<file path="src/rtl/register_file.sv">
// 32 x 32 general-purpose register file: two synchronous read ports, one write port,
// same-edge write-to-read forwarding, register 0 hardwired to zero.
module register_file #(
    parameter int DATA_W = 32,
    parameter int ADDR_W = 5
) (
    input  logic              clk,
    input  logic              rst_n,
    input  logic              rd_en0,
    input  logic [ADDR_W-1:0] rd_addr0,
    output logic [DATA_W-1:0] rd_data0,
    input  logic              rd_en1,
    input  logic [ADDR_W-1:0] rd_addr1,
    output logic [DATA_W-1:0] rd_data1,
    input  logic              wr_en,
    input  logic [ADDR_W-1:0] wr_addr,
    input  logic [DATA_W-1:0] wr_data
);

    localparam int DEPTH = 2 ** ADDR_W;

    logic [DATA_W-1:0] mem [DEPTH];
    logic              wr_live;
    logic [DATA_W-1:0] next_data0;
    logic [DATA_W-1:0] next_data1;

    // A write to r0 never lands and never forwards, so it is filtered once here.
    assign wr_live = wr_en && (wr_addr != '0);

    always_comb begin
        next_data0 = mem[rd_addr0];
        if (rd_addr0 == '0) begin
            next_data0 = '0;
        end else if (wr_live && (wr_addr == rd_addr0)) begin
            next_data0 = wr_data;
        end
    end

    always_comb begin
        next_data1 = mem[rd_addr1];
        if (rd_addr1 == '0) begin
            next_data1 = '0;
        end else if (wr_live && (wr_addr == rd_addr1)) begin
            next_data1 = wr_data;
        end
    end

    // Reset wins over any write or read presented on the same edge.
    always_ff @(posedge clk) begin
        if (!rst_n) begin
            for (int i = 0; i < DEPTH; i++) begin
                mem[i] <= '0;
            end
            rd_data0 <= '0;
            rd_data1 <= '0;
        end else begin
            if (wr_live) begin
                mem[wr_addr] <= wr_data;
            end
            if (rd_en0) begin
                rd_data0 <= next_data0;
            end
            if (rd_en1) begin
                rd_data1 <= next_data1;
            end
        end
    end

endmodule

</file>
<file path="config.mk">
export PLATFORM = sky130hd
export DESIGN_NAME = register_file
export DESIGN_NICKNAME = d
export VERILOG_FILES = /design/src/rtl/register_file.sv
export SDC_FILE = /design/constraint.sdc
export NUM_CORES = 2
export LEC_CHECK = 0
export ABC_CLOCK_PERIOD_IN_PS = 8910
export CORE_ASPECT_RATIO = 0.8
export CORE_MARGIN = 3
export CORE_UTILIZATION = 59
export DETAILED_ROUTE_END_ITERATION = 10
export DONT_BUFFER_PORTS = 1
export GPL_TIMING_DRIVEN = 0
export PLACE_DENSITY_LB_ADDON = 0.25
export SKIP_CTS_REPAIR_TIMING = 1
export SKIP_LAST_GASP = 1
export SLEW_MARGIN = 20
export SYNTH_ARGS = -nofsm -noshare
export SYNTH_HDL_FRONTEND = slang
export SYNTH_SLANG_ARGS = --single-unit
</file>
<file path="constraint.sdc">
create_clock -name clk -period 8.91 [get_ports clk]
set_input_delay 2.673 -clock clk [delete_from_list [all_inputs] [get_ports clk]]
set_output_delay 2.673 -clock clk [all_outputs]
set_load 0.01 [all_outputs]
</file>
==> out/metrics.csv <==
metric;value;unit
Synth Area in XOR/XNOR;0.157;%
WS Path Type;primary input to register;
Clock Tree Root;clkbuf_16;
All-Layer GR Usage;51.1;%
Wirelength per Cell;46.2;um
fin util;67.3;%
FF+latch count, synth;1088;
Die Y;281;um
mux contribution to synthesized area;20.9;%
Pwr Density;201;nW/um2
Hold Fails Final Rpt;0;
Post-Synthesis Cells;3970;
Slew HR;5.53;%
fin nets;4221;
first-pass GRT wire length;340000;um
post-route insts no fill;5493;
core area;93500;um2
CTS Buf Count;110;
GP Congestion;1.09;
crit-path max cell delay;1.03;ns
I/O pin count;116;
LEAKAGE;19.7;nW
DIE WIDTH;350;um
CTS max path bufs;3;
Yosys top cell area share;55.0;%
largest family of logic cells by synthesized area;multiplexers;
FF-to-FF path depth;4;
area leader, netlist;edfxtp_1;
RSZ-0062 raised after global routing;no;
antenna violations before repair;8;
hold endpoint;rd_data1[4]$_SDFFE_PN0P_;
worst min-delay path startpoint;rd_data1[4]$_SDFFE_PN0P_;
DP HPWL;184000;um
Synth Flop Type;edfxtp_1;
Via density;8.41;
WHS Path Cells;2;
clock-pin slew on the worst setup and hold paths;0.07;ns
clk_lat worst skew;0.74;ns
area share of and/or/nand/nor cells after synthesis;10.2;%
starting density of the core;59.9;%
Via Count;46207;
R2R setup slack;6.60;ns
f_max;0.169;GHz
Synth Area in Compound Gates;6.82;%
Post-DRT Antenna Nets;0;
Clock H-tree levels;3;
CP most frequent cell;clkbuf_1;
DRT Wirelength;254000;um
Final Skew;0.0285;ns
register area share after synthesis;57.3;%
Worst Path Required;9.50;ns
largest net degree at the start of global routing;21;
Slowest-stage cell, CP;clkbuf_1;
CTS tree;done;
Placed Instances;5281;
CTS Sinks;1088;
reg-to-reg endpoint;rd_data1[4]$_SDFFE_PN0P_;
CP Launch Type;primary input;
fin. max-slew vios;0;
Pre-Repair DR Iteration Count;9;
Fillers;6615;
r2r startpoint;mem[5][4]$_SDFFCE_PN0P_;
Post-synth EDFFs;1024;
drt drc;0;
Worst EP arrival;6.50;ns
mean post-synth cell area;14.1;um2
vias in the first global route;42715;
Starting DRT DRC Count;10553;
Yosys warnings;0;
cells along the critical path;buf_2, clkbuf_1, clkbuf_1, mux4_2, a22oi_1, a21o_1, o2111ai_1;
proportion of layout cells with a drive suffix above 1;21.1;%
total power;12.6;mW
Multi-input gate area;21800;um2
Cell variety after synth;58;
total grt overflow;0;
Port Buffers;0;
min Tclk post-route;5.91;ns
period utilization;66.3;%
worst min-delay path class;register to register;
die area;98600;um2
Max-Cap Viols;0;
Worst Tran Pin Value;1.42;ns
maximum VDD drop;0.000194;V
register area;32000;um2
Fin Setup TNS;0;ns
Area contributors post-synth;edfxtp_1, mux4_2, nor3_1;
CP Capture Type;register;
Worst Path Max Fanout;10;
Synth Area in Adders;0;%
Synth Cell Area;55900;um2
Core Rows;100;
status;finished clean;
final setup violation count;0;
ys async rst share;0;%
P&R area growth vs syn;12.5;%
## metrics by stage
stage | instance area, um2 | hold WS (ns) | worst slack (ns)
after global routing | 62900 | 0.580 | 3.19
after CTS | 62900 | 0.560 | 3.36
after floorplan | 56100 | 0.517 | 2.49
final | 62900 | 0.555 | 3.00
after detailed placement | 59400 | 0.543 | 2.66
after global placement | 57600 | 0.544 | -1.76
## cells in the mapped netlist, types with 15 or more instances
| master | instances |
|---|---|
| nand2_1 | 104 |
| o211a_1 | 19 |
| mux4_2 | 425 |
| o31ai_1 | 18 |
| dfxtp_1 | 64 |
| o22ai_1 | 86 |
| o2111ai_1 | 32 |
| mux2i_1 | 159 |
| a31o_1 | 15 |
| o21ai_0 | 70 |
| inv_1 | 36 |
| a22oi_1 | 167 |
| a21o_1 | 32 |
| clkbuf_1 | 390 |
| o221ai_1 | 20 |
| nor3_1 | 1002 |
| buf_4 | 26 |
| edfxtp_1 | 1024 |
| buf_2 | 85 |
| mux2_2 | 45 |
## flip-flops by register name (all words and copies together), names as in the netlist
register	count
rd_data1	32
rd_data0	32
mem	1024
## how the worst max path moves through the flow
stage                 from                   endpoint  slack [ns]  cells past startpoint
2_1_floorplan   wr_addr[3]   mem[24][0]$_SDFFCE_PN0P_        2.49                      6
3_3_place_gp    wr_addr[3]  mem[12][16]$_SDFFCE_PN0P_       -1.76                      6
3_5_place_dp    wr_addr[3]  mem[20][13]$_SDFFCE_PN0P_        2.66                      8
4_1_cts         wr_addr[3]   mem[20][9]$_SDFFCE_PN0P_        3.36                      8
5_1_grt         wr_addr[3]   mem[20][7]$_SDFFCE_PN0P_        3.19                      8
6_report       rd_addr0[2]   rd_data0[3]$_SDFFE_PN0P_        3.00                      7
## final cells by class
class                   instances  area share, %
inverters                      36          0.215
multi-input cells            2340           34.6
clock buffers                 163           5.02
plain buffers                 537           3.97
flip-flops and latches       1088           50.9
repair buffers                 56           2.23
clock inverters                45          0.593
diodes                          4         0.0159
well taps                    1224           2.43
## power by group
group          switching (mW)  total [mW]  internal [mW]  leakage [nW]
clock network            2.12        4.71           2.59          1.74
registers               0.203        6.08           5.88          10.3
logic                    1.21        1.83          0.617          7.71
total                    3.53        12.6           9.09          19.7
## critical path, delay by kind of cell
kind | cells | cell delay, ns
AOI/OAI and AO/OA | 3 | 1.09
muxes | 1 | 0.42
buffers and inverters | 3 | 2.30
## layout by cell type, fill, tap and decap left out, types with 86 or more instances in the layout
cell type	Yosys	routed
clkbuf_16	0	113
mux4_2	425	425
mux2i_1	159	159
o22ai_1	86	86
edfxtp_1	1024	1024
nor3_1	1002	1002
buf_2	85	86
a22oi_1	167	167
clkbuf_1	390	401
nand2_1	104	104
## per-layer routing
layer  global-route usage (%)  share of wire (%)  routed length [um]  vias up
li1                         -                  -                   -    16538
met1                     65.7                 31               79700    22528
met2                     62.6                 37               93000     5955
met3                     30.7                 22               55900     1175
met4                     36.9                9.7               24600       11
met5                     2.61               0.12                 301        -
## cells by family after synthesis
family                    after synthesis
and+or+nand+nor                      1154
DFF                                  1088
muxes                                 630
buffers and inverters                 573
AOI/OAI and AO/OA                     514
xor gates and xnor gates               10
other                                   1
Power figures use the tool's default switching activity.
